==> src/rtl/conv_layer_sched_if.sv <==
// Control bundle between the host/bench, the layer scheduler and the conv core.
// The slave modport is the scheduler and the master modport is its environment.
interface conv_layer_sched_if #(
  parameter int MAX_LAYERS = 8,
  parameter int CNT_W      = 20
) ();
  localparam int AW = $clog2(MAX_LAYERS);

  logic              cfg_we;
  logic [AW-1:0]     cfg_addr;
  logic [CNT_W-1:0]  cfg_wdata;
  logic              cmd_valid;
  logic              cmd_ready;
  logic [AW:0]       cmd_layers;
  logic              core_start;
  logic              core_done;
  logic              core_wr;
  logic [AW-1:0]     layer_idx;
  logic              buf_sel;
  logic              busy;
  logic              run_done;
  logic              err;
  logic [1:0]        err_code;

  modport slave (
    input  cfg_we, cfg_addr, cfg_wdata, cmd_valid, cmd_layers, core_done, core_wr,
    output cmd_ready, core_start, layer_idx, buf_sel, busy, run_done, err, err_code
  );

  modport master (
    output cfg_we, cfg_addr, cfg_wdata, cmd_valid, cmd_layers, core_done, core_wr,
    input  cmd_ready, core_start, layer_idx, buf_sel, busy, run_done, err, err_code
  );
endinterface

==> src/rtl/conv_layer_sched.sv <==
// Layer scheduler for the streaming conv2d core: runs N layers back to back,
// counts core writes per layer against a config table and flips the
// ping-pong buffer select after each layer.
// Optional watchdog: define CONV_SCHED_WDT_EN to abort a layer whose core
// never signals done.
module conv_layer_sched #(
  parameter int MAX_LAYERS = 8,
  parameter int CNT_W      = 20,
  parameter int WDT_W      = 24
) (
  input  logic clk,
  input  logic rst_n,
  conv_layer_sched_if.slave bus
);
  localparam int AW = $clog2(MAX_LAYERS);

  typedef enum logic [2:0] {
    S_IDLE, S_LAUNCH, S_WAIT, S_CHECK, S_SWAP, S_FIN
  } state_t;

  state_t            state_q;
  logic [CNT_W-1:0]  cfg_mem [MAX_LAYERS];
  logic [CNT_W-1:0]  cfg_rd_q;
  logic [CNT_W-1:0]  cnt_q;
  logic [CNT_W-1:0]  cnt_d;
  logic [AW:0]       layers_q;
  logic [AW-1:0]     layer_idx_q;
  logic              last_layer;
  logic              core_start_q;
  logic              cmd_ready_q;
  logic              buf_sel_q;
  logic              busy_q;
  logic              run_done_q;
  logic              err_q;
  logic [1:0]        err_code_q;
`ifdef CONV_SCHED_WDT_EN
  logic [WDT_W-1:0]  wdt_q;
  logic [WDT_W-1:0]  wdt_d;
  assign wdt_d = wdt_q + 1'b1;
`endif

  assign cnt_d      = cnt_q + 1'b1;
  assign last_layer = ({1'b0, layer_idx_q} == (layers_q - {{AW{1'b0}}, 1'b1}));

  // Config table: written only while idle, read registered for the current layer.
  // layer_idx is stable from LAUNCH through CHECK, so the read is settled by CHECK.
  always_ff @(posedge clk) begin
    if (bus.cfg_we && !busy_q) cfg_mem[bus.cfg_addr] <= bus.cfg_wdata;
    cfg_rd_q <= cfg_mem[layer_idx_q];
  end

  // Run sequencer with registered outputs; pulses default low every cycle.
  always_ff @(posedge clk or negedge rst_n) begin
    if (!rst_n) begin
      state_q      <= S_IDLE;
      cnt_q        <= '0;
      layers_q     <= '0;
      layer_idx_q  <= '0;
      core_start_q <= 1'b0;
      cmd_ready_q  <= 1'b1;
      buf_sel_q    <= 1'b0;
      busy_q       <= 1'b0;
      run_done_q   <= 1'b0;
      err_q        <= 1'b0;
      err_code_q   <= 2'd0;
`ifdef CONV_SCHED_WDT_EN
      wdt_q        <= '0;
`endif
    end else begin
      core_start_q <= 1'b0;
      run_done_q   <= 1'b0;
      case (state_q)
        S_IDLE: begin
          if (bus.cmd_valid) begin
            layers_q    <= bus.cmd_layers;
            err_q       <= 1'b0;
            err_code_q  <= 2'd0;
            cnt_q       <= '0;
            layer_idx_q <= '0;
            busy_q      <= 1'b1;
            cmd_ready_q <= 1'b0;
            if (bus.cmd_layers == '0) begin
              state_q <= S_FIN;
            end else begin
              core_start_q <= 1'b1;
              state_q      <= S_LAUNCH;
            end
          end
        end
        S_LAUNCH: begin
          cnt_q   <= '0;
`ifdef CONV_SCHED_WDT_EN
          wdt_q   <= '0;
`endif
          state_q <= S_WAIT;
        end
        S_WAIT: begin
          // A write in the done cycle still belongs to this layer.
          if (bus.core_wr && (cnt_q != '1)) cnt_q <= cnt_d;
          if (bus.core_done) begin
            state_q <= S_CHECK;
          end
`ifdef CONV_SCHED_WDT_EN
          else if (wdt_d == '1) begin
            // Stuck core: abandon the run without swapping buffers.
            err_q      <= 1'b1;
            err_code_q <= 2'd2;
            state_q    <= S_FIN;
          end else begin
            wdt_q <= wdt_d;
          end
`endif
        end
        S_CHECK: begin
          if (cnt_q != cfg_rd_q) begin
            err_q      <= 1'b1;
            err_code_q <= 2'd1;
          end
          state_q <= S_SWAP;
        end
        S_SWAP: begin
          buf_sel_q <= ~buf_sel_q;
          if (last_layer) begin
            state_q <= S_FIN;
          end else begin
            layer_idx_q  <= layer_idx_q + 1'b1;
            core_start_q <= 1'b1;
            state_q      <= S_LAUNCH;
          end
        end
        S_FIN: begin
          run_done_q  <= 1'b1;
          busy_q      <= 1'b0;
          cmd_ready_q <= 1'b1;
          state_q     <= S_IDLE;
        end
        default: state_q <= S_IDLE;
      endcase
    end
  end

  assign bus.cmd_ready  = cmd_ready_q;
  assign bus.core_start = core_start_q;
  assign bus.layer_idx  = layer_idx_q;
  assign bus.buf_sel    = buf_sel_q;
  assign bus.busy       = busy_q;
  assign bus.run_done   = run_done_q;
  assign bus.err        = err_q;
  assign bus.err_code   = err_code_q;
endmodule

==> src/flat_wrapper.sv <==
// flat-port wrapper written by rule: the top's interface ports become plain ports
module conv_layer_sched_flat 
#(
  parameter int MAX_LAYERS = 8,
  parameter int CNT_W      = 20,
  parameter int WDT_W      = 24
)
  (clk, rst_n, bus_cfg_we, bus_cfg_addr, bus_cfg_wdata, bus_cmd_valid, bus_cmd_layers, bus_core_done, bus_core_wr, bus_cmd_ready, bus_core_start, bus_layer_idx, bus_buf_sel, bus_busy, bus_run_done, bus_err, bus_err_code);
  conv_layer_sched_if #(.MAX_LAYERS(MAX_LAYERS), .CNT_W(CNT_W)) bus_i ();
  input  logic clk;
  input  logic rst_n;
  input wire logic [$bits(bus_i.cfg_we)-1:0] bus_cfg_we;
  input wire logic [$bits(bus_i.cfg_addr)-1:0] bus_cfg_addr;
  input wire logic [$bits(bus_i.cfg_wdata)-1:0] bus_cfg_wdata;
  input wire logic [$bits(bus_i.cmd_valid)-1:0] bus_cmd_valid;
  input wire logic [$bits(bus_i.cmd_layers)-1:0] bus_cmd_layers;
  input wire logic [$bits(bus_i.core_done)-1:0] bus_core_done;
  input wire logic [$bits(bus_i.core_wr)-1:0] bus_core_wr;
  output wire logic [$bits(bus_i.cmd_ready)-1:0] bus_cmd_ready;
  output wire logic [$bits(bus_i.core_start)-1:0] bus_core_start;
  output wire logic [$bits(bus_i.layer_idx)-1:0] bus_layer_idx;
  output wire logic [$bits(bus_i.buf_sel)-1:0] bus_buf_sel;
  output wire logic [$bits(bus_i.busy)-1:0] bus_busy;
  output wire logic [$bits(bus_i.run_done)-1:0] bus_run_done;
  output wire logic [$bits(bus_i.err)-1:0] bus_err;
  output wire logic [$bits(bus_i.err_code)-1:0] bus_err_code;
  assign bus_i.cfg_we = bus_cfg_we;
  assign bus_i.cfg_addr = bus_cfg_addr;
  assign bus_i.cfg_wdata = bus_cfg_wdata;
  assign bus_i.cmd_valid = bus_cmd_valid;
  assign bus_i.cmd_layers = bus_cmd_layers;
  assign bus_i.core_done = bus_core_done;
  assign bus_i.core_wr = bus_core_wr;
  assign bus_cmd_ready = bus_i.cmd_ready;
  assign bus_core_start = bus_i.core_start;
  assign bus_layer_idx = bus_i.layer_idx;
  assign bus_buf_sel = bus_i.buf_sel;
  assign bus_busy = bus_i.busy;
  assign bus_run_done = bus_i.run_done;
  assign bus_err = bus_i.err;
  assign bus_err_code = bus_i.err_code;
  conv_layer_sched #(.MAX_LAYERS(MAX_LAYERS), .CNT_W(CNT_W), .WDT_W(WDT_W)) u_core (.clk(clk), .rst_n(rst_n), .bus(bus_i));
endmodule
==> config.mk <==
export PLATFORM = sky130hd
export DESIGN_NAME = conv_layer_sched_flat
export DESIGN_NICKNAME = d
export VERILOG_FILES = /design/src/rtl/conv_layer_sched_if.sv /design/src/rtl/conv_layer_sched.sv /design/src/flat_wrapper.sv
export SDC_FILE = /design/constraint.sdc
export NUM_CORES = 1
export LEC_CHECK = 0
export BUFFER_PORTS_ARGS = -buffer_cell sky130_fd_sc_hd__buf_2
export CAP_MARGIN = 10
export CORE_ASPECT_RATIO = 0.75
export CORE_MARGIN = 2
export CORE_UTILIZATION = 55
export CTS_CLUSTER_SIZE = 10
export DETAILED_ROUTE_END_ITERATION = 7
export PLACE_DENSITY = 0.86
export REMOVE_ABC_BUFFERS = 1
export SLEW_MARGIN = 20
export SYNTH_ARGS = -nofsm -noshare
export SYNTH_HDL_FRONTEND = slang
export SYNTH_SLANG_ARGS = --single-unit
==> constraint.sdc <==
create_clock -name clk -period 2.5 [get_ports clk]
set_input_delay 0.375 -clock clk [delete_from_list [all_inputs] [get_ports clk]]
set_output_delay 0.375 -clock clk [all_outputs]
set_load 0.02 [all_outputs]
==> flow_summary.toml, run 1 <==
[job]
max_cap_viol_count = 0

[global_route]
grt_pass1_wl_mm = 27.4
top_usage_layer = "met2"
grt_pass1_vias = 4931
use_met2_pct = 33.4
grt_max_degree = 45
gr-usage-met1_pct = 30.6
antenna_found_initial = 0
use_met3_pct = 5.12
grt_overflow_total = 0
grtUsageTotal_pct = 21.4

[critical_path]
cp.required_ns = 2.91
crit_arrival_ns = 2.52
path_class = "register to register"
crit_chain = "inv_1 > ha_1 > xor2_1 > nand2_1 > o41ai_2 > nor3_1 > o21a_1"
path_buf_inv = 1
cpMaxStageDelayCell = "o41ai_2"
cp-end-kind = "register"
startpoint_type = "register"
max_stage_delay_ns = 0.61
cp_top_family = "compound AO/OA/AOI/OAI gates"
cp_max_fo = 7

[timing]
hold_viol = 0
relSlewSlack_pct = 44.3
hold_ws_ns = 0.104
setup_viol = 0
fmax_ghz = 0.474
grt_setup_unrepaired = "no"
finalCriticalPeriod_ns = 2.11
fin_crit_sh_pct = 84.4
tightest_slew_ns = 0.835
maxSlewViolCount = 0
clock_skew_ns = 0.00699

[pwr]
total_leakage_power_uw = 0.00344
vdd_drop_max_v = 0.000674
cellPowerDensity_nw_per_um2 = 976

[clocking]
ctsHoldBuffers = 1
numCtsBuffers = 25
clockBufferDepth = 3
clk_pin_slew_ns = 0.06
cts_setup_buffers = 0
clock_latency_ns = 0.52
cts.sinks = 216
cts_resized = 0
cts_root_buf = "clkbuf_16"
cts_tree = "yes"
h-tree-depth = 1

[floorplan]
coreArea_um2 = 15400
die_area_um2 = 16900
die_y_um = 113
io_pins = 44
rows = 39
initial_utilization_pct = 56.8
fp.dieW_um = 149

[status]
status = "finished, final reports clean"

[placement]
portBuffers = 42
dpl.hpwl_mm = 10.1
place_area_um2 = 9210
place.gp.congestion = 0.910
placed_cells = 747

[finish]
diodes = 0
fin_cells = 794
postLayoutCellArea_um2 = 9940
nets = 606
drive_gt1_share_pct = 29.0
syn_to_final_growth_pct = 13.8
fillCellCount = 1050

[logic_synthesis]
yosys.area.top_type_share_pct = 55.0
synth_cell_type_count = 55
synth_top_cell_by_area = "edfxtp_1"
synth_common_cells = "160 x edfxtp_1, 40 x mux4_2, 35 x dfrtp_1"
yosys_warnings = 0
netlist_instances = 513
synth_seq_area_share_pct = 69.9
syn_area_um2 = 8730
synth.most_common_cell = "edfxtp_1"
synthArstFlopShare_pct = 16.7
synth.avg_cell_area_um2 = 17.0
synth_seq_cells = 216
synthFlopType = "edfxtp_1"
synth_edf_count = 160
synthTopCellsByArea = "edfxtp_1 55%, mux4_2 10%, dfrtp_1 10%, dfxtp_1 4.6%, mux2_2 3.1%"

[hold_path]
holdCritPathClass = "input pin to register"

[drt]
via_per_inst = 6.17
wire_per_inst_um = 21.8
drt_iter0_markers = 432
vias = 4897
wl_mm = 17.3
drt_first_pass_iters = 5
route.detailed.drc = 0
drtAntennaViolNets = 0
[worst paths after layout]
check	start	end	slack, ns	cells past startpoint
worst min-delay path	bus_cmd_layers[2]	u_core.layers_q[2]	0.10	2
min in group asynchronous	rst_n	u_core.cnt_q[7]	0.49	2
worst min register to register	u_core.bus.cmd_ready	u_core.bus.cmd_ready	0.46	2
worst max register to register	u_core.layers_q[0]	u_core.bus.layer_idx[2]	0.39	7
max in group asynchronous	rst_n	u_core.bus.layer_idx[1]	1.43	2
worst max-delay path	u_core.layers_q[0]	u_core.bus.layer_idx[2]	0.39	7
[layout by cell type, fill, tap and decap left out, types with 12 or more instances in the layout]
master	n
clkbuf_16	25
dfrtp_1	33
nor2_1	12
edfxtp_1	160
mux4_2	40
clkbuf_1	19
buf_2	42
dfxtp_1	20
xor2_1	20
nand2_1	33
mux2_2	24
[where the power goes]
| group | total, µW | internal (µW) | switching, µW | leakage (µW) |
|---|---|---|---|---|
| clock network | 3220 | 1880 | 1340 | 0.000344 |
| logic | 1990 | 917 | 1080 | 0.00101 |
| registers | 4490 | 4210 | 280 | 0.00208 |
| total | 9700 | 7010 | 2690 | 0.00344 |
[cell families after synthesis]
group	count (synthesis)	share of synthesized area [%]
other cells	1	0.0430
mux	64	13.4
buf+inv	36	1.85
fa+ha+maj	3	0.430
flops	216	69.9
simple gates	109	6.68
compound gates	58	5.03
xor+xnor	26	2.61
[state kept, by name (all words and copies together), names as in the netlist]
register               flops
u_core.bus.err_code        1
u_core.bus.cmd_ready       1
u_core.bus.core_start      1
u_core.cfg_mem           160
u_core.state_q             3
u_core.bus.busy            1
u_core.cnt_q              20
u_core.cfg_rd_q           20
u_core.bus.run_done        1
u_core.bus.layer_idx       3
u_core.bus.buf_sel         1
u_core.layers_q            4
[metal layers]
metal | routed length, µm | vias to the layer above
li1 | - | 2142
met1 | 7250 | 2472
met2 | 8180 | 244
met3 | 1490 | 39
met4 | 398 | 0
met5 | 0 | -
[metrics by stage]
| step | setup slack (ns) | power (µW) | TNS (ns) | util (%) |
|---|---|---|---|---|
| finish | 0.390 | 9700 | 0 | 64.7 |
| CTS | 0.395 | 9780 | 0 | 64.7 |
| global placement | 0.604 | 6450 | 0 | 59.9 |
| floorplan | -0.585 | 5950 | -16.49 | - |
| detailed placement | 0.402 | 6560 | 0 | 59.9 |
| global route | 0.229 | 10100 | 0 | 64.7 |
[layout make-up]
type                       count  area (µm²)  share of cell area (%)
multi-input combinational    261        2490                    25.0
timing repair buffer          55         323                    3.25
clock buffer                  44         697                    7.01
inverter                      11        41.3                   0.415
clock inverter                 2        25.0                   0.252
sequential                   216        6110                    61.5
tap                          205         256                    2.58
Power figures use the tool's default switching activity.
==> run 2, diff against run 1 <==
--- a/config.mk
+++ b/config.mk
@@ -5,6 +5,7 @@
 export SDC_FILE = /design/constraint.sdc
 export NUM_CORES = 1
 export LEC_CHECK = 0
+export ABC_AREA = 1
 export BUFFER_PORTS_ARGS = -buffer_cell sky130_fd_sc_hd__buf_2
 export CAP_MARGIN = 10
 export CORE_ASPECT_RATIO = 0.75
@@ -12,7 +13,7 @@
 export CORE_UTILIZATION = 55
 export CTS_CLUSTER_SIZE = 10
 export DETAILED_ROUTE_END_ITERATION = 7
-export PLACE_DENSITY = 0.86
+export PLACE_DENSITY = 0.83
 export REMOVE_ABC_BUFFERS = 1
 export SLEW_MARGIN = 20
 export SYNTH_ARGS = -nofsm -noshare
==> constraint.sdc (replaced) <==
create_clock -name clk -period 2 [get_ports clk]
set_input_delay 0.3 -clock clk [delete_from_list [all_inputs] [get_ports clk]]
set_output_delay 0.3 -clock clk [all_outputs]
set_load 0.02 [all_outputs]
==> run 2 against run 1 <==
Against the previous run: synthesized cell count up 71%; sequential share of layout area down 3.4 points; register-to-register slack worse by 0.26 ns; critical endpoint is now bus_layer_idx[1]; largest cell class unchanged.
==> flow_summary.toml, run 2 <==
[pwr]
p_sw_uw = 4600
switching_share_pct = 33.8
total_leakage_power_uw = 0.00405
p_seq_share_pct = 41.5
vdd_drop_max_v = 0.000923
cellPowerDensity_nw_per_um2 = 1290
p_int_uw = 9000
clock_power_share_pct = 29.3
p_comb_share_pct = 29.1

[clocking]
cts.sinks = 216
h-tree-depth = 1
clockBufferDepth = 3
cts_root_buf = "clkbuf_16"
clock_latency_ns = 0.52
cts_tree = "yes"
numCtsBuffers = 25
cts_setup_buffers = 0
clk_pin_slew_ns = 0.06

[critical_path]
crit_arrival_ns = 1.63
cp_max_fo = 67
cp-end-kind = "output pin"
startpoint_type = "register"
path_class = "register to output pin"
cp.required_ns = 1.70
rr_worst_depth = 11

[drt]
vias = 6621
route.detailed.drc = 0
via_per_inst = 5.69
wire_per_inst_um = 17.7
drt_iter0_markers = 835
drtAntennaViolNets = 0
wl_mm = 20.6
drt_first_pass_iters = 5

[logic_synthesis]
netlist_instances = 875
synth.most_common_cell = "nand2_1"
synth_edf_count = 160
synth_common_cells = "198 x nand2_1, 183 x nor2_1, 160 x edfxtp_1"
synth.avg_cell_area_um2 = 10.5
synth_cell_type_count = 37
syn_area_um2 = 9180
synthTopCellsByArea = "edfxtp_1 52%, dfrtp_1 9.5%, nand2_1 8.1%, nor2_1 7.5%, dfxtp_1 4.4%"
synth_seq_area_share_pct = 66.6
yosys.area.top_type_share_pct = 52.4
synth_seq_cells = 216
yosys_warnings = 0
synth_top_cell_by_area = "edfxtp_1"
synthFlopType = "edfxtp_1"
synthArstFlopShare_pct = 16.7

[floorplan]
initial_utilization_pct = 56.8
coreArea_um2 = 16200
die_area_um2 = 17700
rows = 40
io_pins = 44
fp.dieW_um = 153
die_y_um = 116

[timing]
grt_setup_unrepaired = "no"
worst_slack_ns = 0.0705
maxSlewViolCount = 0
tightest_slew_ns = 0.858
fmax_ghz = 0.518
hold_viol = 0
fin_crit_sh_pct = 96.5
finalCriticalPeriod_ns = 1.93
fin_setup_tns_ns = 0
relSlewSlack_pct = 42.7
setup_viol = 0
hold_ws_ns = 0.0147
clock_skew_ns = 0.0233

[global_route]
grtUsageTotal_pct = 23.5
grt_max_degree = 68
grt_pass1_vias = 6470
grt_pass1_wl_mm = 32.6
grt_overflow_total = 0
antenna_found_initial = 1

[finish]
postLayoutCellArea_um2 = 10500
largest_reg_flops = 160
final_common_cell = "nand2_1"
syn_to_final_growth_pct = 14.7
largest_registers = "u_core.cfg_mem: 160 flops, u_core.cfg_rd_q: 20 flops, u_core.cnt_q: 20 flops"
drive_gt1_share_pct = 13.7
post-route-util_pct = 65.1
layout_common_cells = "198 x nand2_1, 175 x nor2_1, 160 x edfxtp_1, 57 x o21ai_0, 42 x buf_2"
top_register = "u_core.cfg_mem"
nets = 969

[placement]
dpl.hpwl_mm = 12.8
place_ws_ns = 0.155
place.gp.congestion = 0.966
place_area_um2 = 9770
portBuffers = 42

[job]
max_cap_viol_count = 0

[hold_path]
holdCritPathClass = "input pin to register"
whs_path_depth = 3

[status]
status = "finished, final reports clean"
run 2: cell count changes in the layout (fill, tap and decap cells not counted), moves of 6 or more:
cell	before	now
nand2_1	33	198
nor2_1	12	175
o21ai_0	7	57
mux4_2	40	0
o32ai_1	1	40
inv_1	11	39
mux2_2	24	0
nand3_1	11	29
xor2_1	20	8
buf_4	11	21
nand2_2	0	10
nor4_1	7	0
o311ai_0	7	0
buf_12	1	7
run 2: final timing paths:
kind                                         startpoint                 endpoint  slack [ns]
worst max-delay path            u_core.bus.layer_idx[1]         bus_layer_idx[1]        0.07
worst min-delay path                  bus_cmd_layers[3]       u_core.layers_q[3]        0.01
worst max register to register          u_core.cnt_q[1]          u_core.cnt_q[4]        0.13
worst min register to register       u_core.bus.buf_sel       u_core.bus.buf_sel        0.47
max in group asynchronous                         rst_n  u_core.bus.layer_idx[1]        0.98
min in group asynchronous                         rst_n  u_core.bus.layer_idx[2]        0.43
run 2: through the flow:
stage	total power, µW	std cells
finish	13600	1163
global route	14300	1162
CTS	13500	1162
detailed placement	9540	1114
global placement	9410	1114
floorplan	8230	833
run 2: critical path, cell delays in order, from the launching register on:
cell	delay, ns
dfrtp_4	0.55
buf_12	0.29
buf_2	0.22
run 2: area by class of cell:
type                    count  area (µm²)
fillers                  1193        5640
inverters                  43         161
well taps                 210         263
repair buffers             73         539
clock buffers              44         697
flip-flops and latches    216        6110
diodes                      1        2.50
clock inverters             2        13.8
multi-input cells         574        2740
run 2: logic make-up (layout without fill, tap and decap cells):
group / after synthesis / count (layout) / synth area share [%]
AO/OA/AOI/OAI: 111 / 111 / 7.81
XOR/XNOR: 18 / 18 / 1.72
adder cells (fa/ha/maj): 3 / 3 / 0.409
buffers and inverters: 85 / 162 / 3.97
flip-flops: 216 / 216 / 66.6
other: 1 / 2 / 0.0409
AND/OR/NAND/NOR: 441 / 441 / 19.5
run 2: timing repair:
item                                    in CTS  in global routing
resized for setup                            0                  4
endpoints found under the setup margin       0                 17
hold buffers                                 2                  0
endpoints found under the hold margin       36                  0
run 2: power by group through the flow:
stage | registers [µW] | clock network (µW) | logic, µW
after floorplan | 5930 | 0 | 2300
after detailed placement | 5710 | 0 | 3830
after CTS | 5630 | 4030 | 3890
after global placement | 5700 | 0 | 3710
after global routing | 5690 | 4220 | 4430
final | 5650 | 3980 | 3960
run 2: layer usage:
layer	vias up	global-route usage [%]	wire (µm)
met2	322	37.2	9530
met4	0	8.52	592
met1	3147	32.4	8560
met3	51	5.35	1940
met5	-	0	0
li1	3101	-	-
==> run 3, diff against run 2 <==
--- a/config.mk
+++ b/config.mk
@@ -11,6 +11,7 @@
 export CORE_ASPECT_RATIO = 0.75
 export CORE_MARGIN = 2
 export CORE_UTILIZATION = 55
+export CTS_BUF_LIST = sky130_fd_sc_hd__clkbuf_2 sky130_fd_sc_hd__clkbuf_4 sky130_fd_sc_hd__clkbuf_8
 export CTS_CLUSTER_SIZE = 10
 export DETAILED_ROUTE_END_ITERATION = 7
 export PLACE_DENSITY = 0.83
==> run 3 against run 2 <==
Against the previous run: flip-flop and latch count is the same; combinational power grew 2%; sequential share of layout area shrank 0.73 points; clock power shrank 5.8%; fmax grew 1.7%; final cell count grew 2.5%; non-clock buffer count grew 17; global-route usage is essentially flat; largest power group unchanged; die area is the same; sequential power shrank 0.9%; utilization grew 0.80 points; register-to-register slack gained 0.05 ns; critical path type unchanged.
==> flow_summary.toml, run 3 (synthesis results as in run 2) <==
[finish]
post-route-util_pct = 65.9
final_common_cell = "nand2_1"
drive_gt1_share_pct = 15.8
largest_reg_flops = 160
largest_registers = "u_core.cfg_mem: 160 flops, u_core.cfg_rd_q: 20 flops, u_core.cnt_q: 20 flops"
syn_to_final_growth_pct = 16.1
fin_cells = 1192
nets = 992
top_register = "u_core.cfg_mem"
layout_common_cells = "198 x nand2_1, 175 x nor2_1, 160 x edfxtp_1, 57 x o21ai_0, 42 x buf_2"

[floorplan]
fp.dieW_um = 153
coreArea_um2 = 16200
rows = 40
io_pins = 44
die_y_um = 116
die_area_um2 = 17700
initial_utilization_pct = 56.8

[clocking]
h-tree-depth = 1
clk_pin_slew_ns = 0.07
numCtsBuffers = 31
cts_root_buf = "clkbuf_8"
cts_tree = "yes"
clockBufferDepth = 3
clock_latency_ns = 0.57
cts.sinks = 216

[critical_path]
cp-end-kind = "output pin"
cp.required_ns = 1.70
startpoint_type = "register"
cp_max_fo = 37
crit_arrival_ns = 1.60
r2r_slack_ns = 0.18
path_class = "register to output pin"
timing.rr.end = "u_core.cnt_q[2]"
rr_worst_depth = 11
r2r_start = "u_core.cnt_q[1]"

[timing]
clock_skew_ns = 0.0186
maxSlewViolCount = 0
relSlewSlack_pct = 43.9
finalCriticalPeriod_ns = 1.90
hold_ws_ns = 0.0178
setup_viol = 0
tightest_slew_ns = 0.841
fin_crit_sh_pct = 94.8
grt_setup_unrepaired = "no"
hold_viol = 0
fmax_ghz = 0.527

[hold_path]
min_from = "bus_cfg_wdata[19]"
holdCritPathClass = "input pin to register"
whs_path_depth = 1
worstHoldEndpoint = "u_core.cfg_mem[5][19]"

[global_route]
antenna_found_initial = 1
grtUsageTotal_pct = 23.5
grt_pass1_vias = 6545
grt_pass1_wl_mm = 32.8
grt_overflow_total = 0
grt_max_degree = 68

[placement]
place.gp.congestion = 0.966
placed_cells = 1114
dpl.hpwl_mm = 12.8
portBuffers = 42

[pwr]
vdd_drop_max_v = 0.000886
cellPowerDensity_nw_per_um2 = 1260
power_uw = 13400
total_leakage_power_uw = 0.00414

[status]
status = "finished, final reports clean"

[drt]
drt_iter0_markers = 723
drt_first_pass_iters = 5
wl_mm = 21.0
route.detailed.drc = 0
drtAntennaViolNets = 0
vias = 6698
wire_per_inst_um = 17.6
via_per_inst = 5.62

[job]
max_cap_viol_count = 0
run 3: cell types whose count changed in the layout (fill, tap and decap cells not counted), sizes merged:
| cell | previous run | this run |
|---|---|---|
| dlygate4sd3 | 2 | 18 |
| inv | 44 | 43 |
| bufinv | 0 | 3 |
| clkbuf | 44 | 43 |
| clkinvlp | 0 | 1 |
| buf | 71 | 72 |
| clkinv | 1 | 11 |
run 3: critical path, stage by stage, from the launching register on:
cell and delay [ns]:
dfrtp_2 0.54, buf_8 0.27, buf_2 0.21
run 3: stage by stage:
stage               TNS (ns)  instance area (µm²)  setup slack (ns)
floorplan             -24.37                 8970             -1.12
global placement           0                 9770             0.242
detailed placement         0                 9770             0.155
CTS                        0                10600            0.0625
global route               0                10700            0.0198
finish                     0                10700             0.103
run 3: where the power goes:
part | internal, µW | switching, µW | leakage, µW
sequential | 5280 | 312 | 0.00208
combinational | 1410 | 2630 | 0.00170
clock | 2100 | 1650 | 0.000355
total | 8790 | 4590 | 0.00414
run 3: routing by layer:
metal  up-vias  track usage [%]  part of all wire, %
met5         -                0                    0
met4         0             6.79                  2.1
met3        44             5.05                  8.7
met2       309             38.4                   47
met1      3200             32.4                   42
li1       3145                -                    -
run 3: worst max-delay path by stage:
| stage | slack, ns | depth (start not counted) | to | start |
|---|---|---|---|---|
| 2_1_floorplan | -1.12 | 7 | u_core.bus.layer_idx[0] | u_core.bus.layer_idx[0] |
| 3_3_place_gp | 0.24 | 11 | u_core.cnt_q[1] | u_core.cnt_q[1] |
| 3_5_place_dp | 0.16 | 11 | u_core.cnt_q[8] | u_core.cnt_q[1] |
| 4_1_cts | 0.06 | 2 | bus_layer_idx[0] | u_core.bus.layer_idx[0] |
| 5_1_grt | 0.02 | 10 | u_core.cnt_q[16] | u_core.cnt_q[1] |
| 6_report | 0.10 | 2 | bus_layer_idx[0] | u_core.bus.layer_idx[0] |
run 3: layout make-up:
type,instances,area (µm²)
repair buffers,90,711
multi-input cells,574,2730
flip-flops and latches,216,6110
diodes,1,2.50
clock buffers,43,529
well taps,210,263
clock inverters,15,145
inverters,43,161
fillers,1193,5510
run 3: timing repair:
item                                   in CTS  in global routing
setup endpoints to repair                   2                 14
endpoints found under the hold margin     139                  0
gates cloned                                0                  0
hold buffers                               18                  0
resized for setup                           1                  2
buffers inserted                            1                  0
